### config.mk
export PLATFORM = sky130hd
export DESIGN_NAME = bus_arbiter_3r_flat
export DESIGN_NICKNAME = d
export VERILOG_FILES = /design/src/rtl/bus_arbiter_3r_if.sv /design/src/rtl/bus_arbiter_3r.sv /design/src/flat_wrapper.sv
export SDC_FILE = /design/constraint.sdc
export NUM_CORES = 1
export LEC_CHECK = 0
export CORE_MARGIN = 5
export CORE_UTILIZATION = 40
export CTS_BUF_LIST = sky130_fd_sc_hd__clkbuf_2 sky130_fd_sc_hd__clkbuf_4 sky130_fd_sc_hd__clkbuf_8
export DETAILED_ROUTE_END_ITERATION = 16
export GPL_ROUTABILITY_DRIVEN = 0
export GPL_TIMING_DRIVEN = 0
export PLACE_DENSITY = 0.81
export SYNTH_ARGS = -nofsm -noshare
export SYNTH_HDL_FRONTEND = slang
export SYNTH_SLANG_ARGS = --single-unit
### constraint.sdc
create_clock -name clock -period 2.75 [get_ports clock]
set_input_delay 0.275 -clock clock [delete_from_list [all_inputs] [get_ports clock]]
set_output_delay 0.275 -clock clock [all_outputs]
set_load 0.03 [all_outputs]
### src/rtl/bus_arbiter_3r_if.sv
// Bundle of requester, grant and bus-target handshake signals for bus_arbiter_3r.
// The master modport is the arbiter side; the slave modport is the requester/target side.
interface bus_arbiter_3r_if #(
  parameter int unsigned WIDTH = 16
) ();

  logic [2:0]       req;
  logic [2:0]       lock;
  logic [WIDTH-1:0] data0;
  logic [WIDTH-1:0] data1;
  logic [WIDTH-1:0] data2;
  logic [2:0]       grant;
  logic [1:0]       mux_sel;
  logic [WIDTH-1:0] bus_data;
  logic             bus_valid;
  logic             bus_ready;
  logic [2:0]       done;
  logic             timeout_err;

  modport master (
    input  req, lock, data0, data1, data2, bus_ready,
    output grant, mux_sel, bus_data, bus_valid, done, timeout_err
  );

  modport slave (
    output req, lock, data0, data1, data2, bus_ready,
    input  grant, mux_sel, bus_data, bus_valid, done, timeout_err
  );

endinterface

### src/rtl/bus_arbiter_3r.sv
// Three-requester round-robin arbiter and valid/ready transfer sequencer with locked bursts.
// Optional ARB_TIMEOUT_EN: aborts a beat that waits TIMEOUT cycles for bus_ready.
module bus_arbiter_3r #(
  parameter int unsigned WIDTH   = 16,
  parameter int unsigned TIMEOUT = 15
) (
  input  logic                clock,
  input  logic                reset,
  bus_arbiter_3r_if.master    bus
);

  typedef enum logic [1:0] {
    IDLE = 2'd0,
    XFER = 2'd1,
    HOLD = 2'd2
  } state_t;

  state_t           state_q, state_d;
  logic [2:0]       grant_q, grant_d;
  logic [1:0]       mux_sel_q, mux_sel_d;
  logic [WIDTH-1:0] bus_data_q, bus_data_d;
  logic             bus_valid_q, bus_valid_d;
  logic [1:0]       rr_q, rr_d;
  logic             timeout_err_q, timeout_err_d;

  logic             win_found;
  logic [1:0]       win_idx;
  logic             accept;
  logic             req_g;
  logic             lock_g;

`ifdef ARB_TIMEOUT_EN
  localparam int unsigned CNT_W = ($clog2(TIMEOUT + 1) > 4) ? $clog2(TIMEOUT + 1) : 4;
  logic [CNT_W-1:0] wait_q, wait_d;
`endif

  // Modulo-3 addition of two indices in 0..2.
  function automatic logic [1:0] add_mod3(input logic [1:0] a, input logic [1:0] b);
    logic [2:0] s;
    s = 3'(a) + 3'(b);
    return (s >= 3'd3) ? 2'(s - 3'd3) : 2'(s);
  endfunction

  function automatic logic [WIDTH-1:0] pick_data(input logic [1:0] idx,
                                                 input logic [WIDTH-1:0] d0,
                                                 input logic [WIDTH-1:0] d1,
                                                 input logic [WIDTH-1:0] d2);
    case (idx)
      2'd0:    return d0;
      2'd1:    return d1;
      default: return d2;
    endcase
  endfunction

  // Winner search: scanned backwards so the first requester at or after rr_q wins.
  always_comb begin
    win_found = 1'b0;
    win_idx   = rr_q;
    for (int k = 2; k >= 0; k--) begin
      if (bus.req[add_mod3(rr_q, 2'(k))]) begin
        win_found = 1'b1;
        win_idx   = add_mod3(rr_q, 2'(k));
      end
    end
  end

  // mux_sel_q is the owner's index whenever a grant is held.
  assign accept = bus_valid_q & bus.bus_ready;
  assign req_g  = bus.req[mux_sel_q];
  assign lock_g = bus.lock[mux_sel_q];

  always_ff @(posedge clock) begin
    if (reset) begin
      state_q       <= IDLE;
      grant_q       <= 3'b000;
      mux_sel_q     <= 2'd0;
      bus_data_q    <= '0;
      bus_valid_q   <= 1'b0;
      rr_q          <= 2'd0;
      timeout_err_q <= 1'b0;
    end else begin
      state_q       <= state_d;
      grant_q       <= grant_d;
      mux_sel_q     <= mux_sel_d;
      bus_data_q    <= bus_data_d;
      bus_valid_q   <= bus_valid_d;
      rr_q          <= rr_d;
      timeout_err_q <= timeout_err_d;
    end
  end

`ifdef ARB_TIMEOUT_EN
  always_ff @(posedge clock) begin
    if (reset) begin
      wait_q <= '0;
    end else begin
      wait_q <= wait_d;
    end
  end
`endif

  // Next-state and next-output logic.
  always_comb begin
    state_d       = state_q;
    grant_d       = grant_q;
    mux_sel_d     = mux_sel_q;
    bus_data_d    = bus_data_q;
    bus_valid_d   = bus_valid_q;
    rr_d          = rr_q;
    timeout_err_d = 1'b0;
`ifdef ARB_TIMEOUT_EN
    wait_d        = wait_q;
`endif

    case (state_q)
      IDLE: begin
        bus_valid_d = 1'b0;
        if (win_found) begin
          grant_d     = 3'b001 << win_idx;
          mux_sel_d   = win_idx;
          bus_data_d  = pick_data(win_idx, bus.data0, bus.data1, bus.data2);
          bus_valid_d = 1'b1;
          state_d     = XFER;
`ifdef ARB_TIMEOUT_EN
          wait_d      = '0;
`endif
        end
      end

      XFER: begin
        if (accept) begin
          bus_valid_d = 1'b0;
          if (lock_g && req_g) begin
            state_d = HOLD;
          end else begin
            grant_d = 3'b000;
            rr_d    = add_mod3(mux_sel_q, 2'd1);
            state_d = IDLE;
          end
`ifdef ARB_TIMEOUT_EN
        end else if (wait_q == CNT_W'(TIMEOUT - 1)) begin
          // The TIMEOUT-th unaccepted cycle abandons the beat without a done.
          timeout_err_d = 1'b1;
          bus_valid_d   = 1'b0;
          grant_d       = 3'b000;
          rr_d          = add_mod3(mux_sel_q, 2'd1);
          state_d       = IDLE;
        end else begin
          wait_d = wait_q + CNT_W'(1);
`endif
        end
      end

      HOLD: begin
        if (req_g) begin
          bus_data_d  = pick_data(mux_sel_q, bus.data0, bus.data1, bus.data2);
          bus_valid_d = 1'b1;
          state_d     = XFER;
`ifdef ARB_TIMEOUT_EN
          wait_d      = '0;
`endif
        end else begin
          grant_d = 3'b000;
          rr_d    = add_mod3(mux_sel_q, 2'd1);
          state_d = IDLE;
        end
      end

      default: begin
        state_d = IDLE;
      end
    endcase
  end

  assign bus.grant     = grant_q;
  assign bus.mux_sel   = mux_sel_q;
  assign bus.bus_data  = bus_data_q;
  assign bus.bus_valid = bus_valid_q;
  assign bus.done      = grant_q & {3{accept}};

`ifdef ARB_TIMEOUT_EN
  assign bus.timeout_err = timeout_err_q;
`else
  assign bus.timeout_err = 1'b0;
`endif

  // The error register only ever loads 1 with the timeout feature compiled in.
  logic unused_terr;
  assign unused_terr = timeout_err_q;

endmodule

### src/flat_wrapper.sv
// flat-port wrapper written by rule: the top's interface ports become plain ports
module bus_arbiter_3r_flat 
#(
  parameter int unsigned WIDTH   = 16,
  parameter int unsigned TIMEOUT = 15
)
  (clock, reset, bus_req, bus_lock, bus_data0, bus_data1, bus_data2, bus_bus_ready, bus_grant, bus_mux_sel, bus_bus_data, bus_bus_valid, bus_done, bus_timeout_err);
  bus_arbiter_3r_if #(.WIDTH(WIDTH)) bus_i ();
  input  logic clock;
  input  logic reset;
  input wire logic [$bits(bus_i.req)-1:0] bus_req;
  input wire logic [$bits(bus_i.lock)-1:0] bus_lock;
  input wire logic [$bits(bus_i.data0)-1:0] bus_data0;
  input wire logic [$bits(bus_i.data1)-1:0] bus_data1;
  input wire logic [$bits(bus_i.data2)-1:0] bus_data2;
  input wire logic [$bits(bus_i.bus_ready)-1:0] bus_bus_ready;
  output wire logic [$bits(bus_i.grant)-1:0] bus_grant;
  output wire logic [$bits(bus_i.mux_sel)-1:0] bus_mux_sel;
  output wire logic [$bits(bus_i.bus_data)-1:0] bus_bus_data;
  output wire logic [$bits(bus_i.bus_valid)-1:0] bus_bus_valid;
  output wire logic [$bits(bus_i.done)-1:0] bus_done;
  output wire logic [$bits(bus_i.timeout_err)-1:0] bus_timeout_err;
  assign bus_i.req = bus_req;
  assign bus_i.lock = bus_lock;
  assign bus_i.data0 = bus_data0;
  assign bus_i.data1 = bus_data1;
  assign bus_i.data2 = bus_data2;
  assign bus_i.bus_ready = bus_bus_ready;
  assign bus_grant = bus_i.grant;
  assign bus_mux_sel = bus_i.mux_sel;
  assign bus_bus_data = bus_i.bus_data;
  assign bus_bus_valid = bus_i.bus_valid;
  assign bus_done = bus_i.done;
  assign bus_timeout_err = bus_i.timeout_err;
  bus_arbiter_3r #(.WIDTH(WIDTH), .TIMEOUT(TIMEOUT)) u_core (.clock(clock), .reset(reset), .bus(bus_i));
endmodule
==> flow_summary.ini <==
[setup_path]
cp-start-kind = flip-flop
crit_path_cell_trace = inv_1 > ha_1 > buf_6 > nor2b_1 > o21a_1 > o2111ai_4 > nand2_2 > or4b_1 > a21oi_1
cp_data_arrival_time_ps = 2810
endpoint_kind = flip-flop
cp_max_fo = 10
critPathKind = flip-flop to flip-flop
crit_buf_inv = 2
crit_path_max_incr_delay_ps = 540
required_ps = 2960
cp_top_family = simple AND/OR/NAND/NOR gates
slowest_stage = or4b_1

[clock_tree]
numCtsBuffers = 3
htreeDepth = 1
clk_latency_ps = 280
cts.sinks = 26
clkTransAtPathRegs_ps = 100
ctsHoldBuffers = 0
cts.path.max_buffers = 2
post_cts_buffers = 0
cts_resized = 0
cts_root_buf = clkbuf_8
cts_tree = built

[drt]
ant_nets = 0
wl_per_cell_um = 17.3
num_vias = 2605
drcViolationCount = 0
via_per_inst = 5.83
drt_iter0_drc = 304
routed_wl_mm = 7.73
firstDrtPassIters = 6

[grt]
grt_pass1_vias = 2593
grt_first_pass_wirelength_mm = 12.4
grt_overflow_total = 0
grtUsageTotal_pct = 20.3
antenna_found_initial = 0
grt_max_degree = 16

[power_and_ir_drop]
seqPwrFrac_pct = 19.5
pwr-share-comb_pct = 70.9
power_leakage_nw = 1.29
power_density_mw_per_mm2 = 1040
clkPwrFrac_pct = 9.6
fin_total_pwr_mw = 3.42
swShare_pct = 47.6
ir_drop_v = 0.000505
p_int_mw = 1.79
p_sw_mw = 1.63

[sta]
fin_skew_ps = 5.59
tightest_slew_ps = 578
maxSlewHeadroom_pct = 61.5
final-setup-viol-count = 0
period_needed_ps = 2600
fin_ws_ps = 153
rsz0062_at_grt = false
hold_viol = 0
max_freq_mhz = 385
slew_violations = 0
fin_crit_sh_pct = 94.4
tns_ps = 0

[placed_design]
pre_cts_ws_ps = 32.6
io_buffers = 79
post_dp_cell_area_mm2 = 0.00320
dp_hpwl_mm = 5.74

[yosys]
yosysUniqueCellTypes = 55
syn_nets = 359
yosysTopAreaCellShare_pct = 22.5
yosysMostFrequentCell = nand2_1
synth_edf_count = 0
yosysWarnings = 0
yosys.area.top_type = dfxtp_1
ys_top_cells_by_area = dfxtp_1, nand2_1, a222oi_1
synth_common_cells = nand2_1, dfxtp_1, a21oi_1, o21ai_0, nand3_1
synthesis.area_mm2 = 0.00232
synth_area_per_cell_um2 = 7.93
async_flop_share_pct = 0
synthFlopType = dfxtp_1
yosys_register_bits = 26
syn_inst = 292
yosysSeqAreaShare_pct = 22.5

[floorplan]
fp.dieH_um = 86.1
core_area_mm2 = 0.00557
die_w_um = 86.1
die_area_mm2 = 0.00741
start_util_pct = 41.5
io_pins = 83
num_rows = 27

[finish]
drive_gt1_share_pct = 10.9
num_antenna_cells = 0
area_delta_synth_final_pct = 41.8
nets = 443
fin_util_pct = 58.9
finish.instance_area_mm2 = 0.00328
fillers = 504

[status]
status = complete, no violations

[job]
maxCapViolCount = 0

[hold_path]
hold_class = input pin to flip-flop
cell type report:
cell class	instances	area [um2]	share of cell area, %
Clock buffer	3	41.3	1.26
Timing Repair Buffer	79	791	24.1
Multi-Input combinational cell	236	1660	50.6
Inverter	9	33.8	1.03
Buffer	21	116	3.54
Clock inverter	1	30.0	0.915
Tap cell	72	90.1	2.74
Sequential cell	26	520	15.9
kinds of logic (layout without fill, tap and decap cells):
group,Yosys count,in the layout,synth area share [%]
AO/OA/AOI/OAI,114,114,39.4
AND/OR/NAND/NOR,101,101,21.8
buffers and inverters,30,113,6.37
flip-flops,26,26,22.5
adder cells (fa/ha/maj),10,10,5.40
multiplexers,10,10,4.43
other,1,1,0.162
through the flow:
| step | hold slack, ps | std cells |
|---|---|---|
| after floorplan | 479 | 292 |
| after global placement | 464 | 443 |
| after detailed placement | 465 | 443 |
| after CTS | 411 | 447 |
| after global routing | 449 | 447 |
| final | 410 | 447 |
power groups by stage:
stage / Combinational, mW / Sequential, mW / Clock [mW]
final: 2.42 / 0.667 / 0.328
after floorplan: 1.40 / 0.926 / 0
after CTS: 2.40 / 0.664 / 0.329
after global placement: 2.33 / 0.665 / 0
after detailed placement: 2.38 / 0.672 / 0
after global routing: 2.62 / 0.686 / 0.346
state kept, by name, indices dropped and copies added, names as in the netlist:
register              count
u_core.bus.bus_data      16
u_core.bus.bus_valid      1
u_core.bus.grant          3
u_core.bus.mux_sel        2
u_core.rr_q               2
u_core.state_q            2
layer usage:
metal | track usage [%] | vias up | part of all wire (%)
met5 | 0 | - | 0
met4 | 6.76 | 0 | 1.5
met3 | 2.98 | 9 | 7.0
met2 | 32.3 | 99 | 47
met1 | 27.8 | 1231 | 44
li1 | - | 1266 | -
layout by cell type (no fill, tap or decap), types with 4 or more instances in the layout:
cell type         n
clkdlybuf4s50_1  79
nand2_1          47
dfxtp_1          26
a21oi_1          24
o21ai_0          18
nand3_1          17
a22oi_1          16
a222oi_1         16
nor2_1           11
a21bo_1          10
ha_1             10
inv_1             9
mux2i_1           8
clkbuf_1          7
a21bo_2           6
buf_2             4
nor2b_1           4
final timing paths:
kind	slack [ps]	startpoint	cells after the start	endpoint
hold / removal	410	reset	2	u_core.bus.bus_data[11]
hold reg to reg	480	u_core.bus.grant[0]	2	u_core.bus.grant[0]
setup / recovery	150	u_core.rr_q[0]	9	u_core.bus.grant[2]
setup reg to reg	150	u_core.rr_q[0]	9	u_core.bus.grant[2]
(Power assumes the default switching activity.)
==> edit (same settings) <==
`WIDTH` is set to 16 in 3 places; all go to 24.
--- a/src/rtl/bus_arbiter_3r_if.sv
+++ b/src/rtl/bus_arbiter_3r_if.sv
@@ -1,7 +1,7 @@
 // Bundle of requester, grant and bus-target handshake signals for bus_arbiter_3r.
 // The master modport is the arbiter side; the slave modport is the requester/target side.
 interface bus_arbiter_3r_if #(
-  parameter int unsigned WIDTH = 16
+  parameter int unsigned WIDTH = 24
 ) ();
 
   logic [2:0]       req;
--- a/src/rtl/bus_arbiter_3r.sv
+++ b/src/rtl/bus_arbiter_3r.sv
@@ -1,7 +1,7 @@
 // Three-requester round-robin arbiter and valid/ready transfer sequencer with locked bursts.
 // Optional ARB_TIMEOUT_EN: aborts a beat that waits TIMEOUT cycles for bus_ready.
 module bus_arbiter_3r #(
-  parameter int unsigned WIDTH   = 16,
+  parameter int unsigned WIDTH   = 24,
   parameter int unsigned TIMEOUT = 15
 ) (
   input  logic                clock,
--- a/src/flat_wrapper.sv
+++ b/src/flat_wrapper.sv
@@ -1,7 +1,7 @@
 // flat-port wrapper written by rule: the top's interface ports become plain ports
 module bus_arbiter_3r_flat 
 #(
-  parameter int unsigned WIDTH   = 16,
+  parameter int unsigned WIDTH   = 24,
   parameter int unsigned TIMEOUT = 15
 )
   (clock, reset, bus_req, bus_lock, bus_data0, bus_data1, bus_data2, bus_bus_ready, bus_grant, bus_mux_sel, bus_bus_data, bus_bus_valid, bus_done, bus_timeout_err);
Interface: changed (resized bus_bus_data, bus_data0, bus_data1 and bus_data2); port bits go from 83 to 115. No check against the original RTL was run, so the function may have changed too.
==> edit against the unedited design <==
Synthesized area up 34%. Clock skew up 1.7 ps. Combinational power increased by 40%. Largest power group unchanged. Global-route usage increased by 3.2 points. Wire length increased by 53%. Count of clock-buffer cells in the layout increased by 3. Sequential cell count increased by 8. Power up 35%. Highest routed layer unchanged. Critical path type unchanged. Largest cell class unchanged. Setup slack gained 8.5 ps. Design area increased by 36%.
==> edit: results (changes against the unedited design) <==
----------------------------------------------------
[Finish]
  Total number of nets in the final design ... 615 (was 443)
  Number of filler cells placed in the layout ... 704 (was 504)
  Number of flip-flops in the largest register ... 24 (was 16)
  Fraction of layout instances using a drive strength above 1 ... 7.81% (was 10.9%)

[Detailed routing]
  Total vias in the final route ... 3857 (was 2605)
  Detailed-routed wire length on met3 ... 1080 um (was 542 um)
  Post-detailed-routing wire length ... 11800 um (was 7730 um)
  Average via count per standard cell ... 6.15 (was 5.83)
  Met2 Routed Length ... 5480 um (was 3650 um)

[Worst setup path]
  Cell with the biggest individual delay on the critical path ... dfxtp_1 (was or4b_1)
  Setup slack of the most critical reg-to-reg path ... 160 ps
  Slowest Stage Delay on Critical Path ... 390 ps (was 540 ps)
  Worst Path Arrival ... 2750 ps (was 2810 ps)
  Family of cells with the greatest summed delay on the critical path ... buffers and inverters (was simple AND/OR/NAND/NOR gates)

[Logic synthesis]
  Compound-cell area share of the yosys netlist ... 38.8% (was 39.4%)
  Mapped Cells ... 405 (was 292)
  Synth cell count leaders ... nand2_1 (62), dfxtp_1 (34), a21oi_1 (33) (was nand2_1 (47), dfxtp_1 (26), a21oi_1 (24))
  Number of distinct library cells after synthesis ... 48 (was 55)
  Area share of fa/ha/maj cells after synthesis ... 4.03% (was 5.40%)
  Top post-synthesis cells by area ... dfxtp_1 (22%), a222oi_1 (7.7%), nand2_1 (7.5%), a22o_1 (6.8%), and3_1 (6.1%) (was dfxtp_1 (22%), nand2_1 (7.6%), a222oi_1 (6.9%), ha_1 (5.4%), a21oi_1 (5.2%))

[GRT]
  Antenna violations before repair ... 0 (unchanged)
  Met3 layer usage reported by global route ... 4.64% (was 2.98%)
  Via count of the first global-routing pass ... 3719 (was 2593)
  First-pass GRT wire length ... 18700 um (was 12400 um)
  Met2 capacity usage during global routing ... 38.5% (was 32.3%)

[Min path]
  Min-Delay Path Class ... in2reg (unchanged)
  Worst Hold Endpoint ... u_core.state_q[1]$_SDFFE_PP0P_ (was u_core.bus.bus_data[11]$_SDFFE_PP0P_)

[Clocking]
  CTS buffer count ... 5 (was 3)
  Clock latency reported for the late side of the worst-skew pair ... 300 ps (was 280 ps)
  Number of levels the H-tree was split into ... 2 (was 1)
  Clock slew at the register clock pins of the worst setup and hold paths ... 70 ps (was 100 ps)
  Post_cts resized ... 2 (was 0)

[Timing]
  Transition time at the pin with the least slew margin ... 571 ps (was 578 ps)
  Worst hold slack across all endpoints ... 370 ps (was 410 ps)
  Worst Skew ... 7.31 ps (was 5.59 ps)
  Setup WS post-layout ... 161 ps (was 153 ps)

[Status]
  Run status ... completed (unchanged)

[Placed design]
  Pre-CTS setup slack ... -61.2 ps (was 32.6 ps)
  Post-place instance area ... 4340 um2 (was 3200 um2)
  Count of input and output buffers ... 111 (was 79)
  HPWL Detailed ... 8470 um (was 5740 um)

[Pwr]
  Total power per unit cell area ... 1030 nW/um2 (was 1040 nW/um2)
  Sequential group power ... 0.000806 W (was 0.000667 W)
  Peak supply drop ... 0.654 mV (was 0.505 mV)
  Switching power of the nets ... 0.00234 W (was 0.00163 W)

----------------------------------------------------
-- edit: changes by cell type in the layout (fill, tap and decap cells not counted), moves of 9 or more --
cell             change
nand3_1             -15
and3_1              +27
nor3b_1             +22
a21bo_1              -9
clkbuf_1            +11
o21ai_0             -13
a22o_1              +24
clkdlybuf4s50_1     +32
a21oi_1              +9
o31ai_1             +25
nand2_1             +15
-- edit: cell families after synthesis --
| group | after synthesis |
|---|---|
| and+or+nand+nor | 147 |
| DFF | 34 |
| other | 1 |
| buffers and inverters | 50 |
| muxes | 6 |
| adders and majority gates | 10 |
| AOI/OAI and AO/OA | 157 |
-- edit: final cells by class --
type	count	area (um2)	share of cell area, %
plain buffers	39	191	4.29
flip-flops and latches	34	681	15.3
clock inverters	2	12.5	0.281
repair buffers	112	1120	25.1
inverters	11	41.3	0.926
multi-input cells	321	2200	49.4
well taps	102	128	2.86
clock buffers	6	82.6	1.85
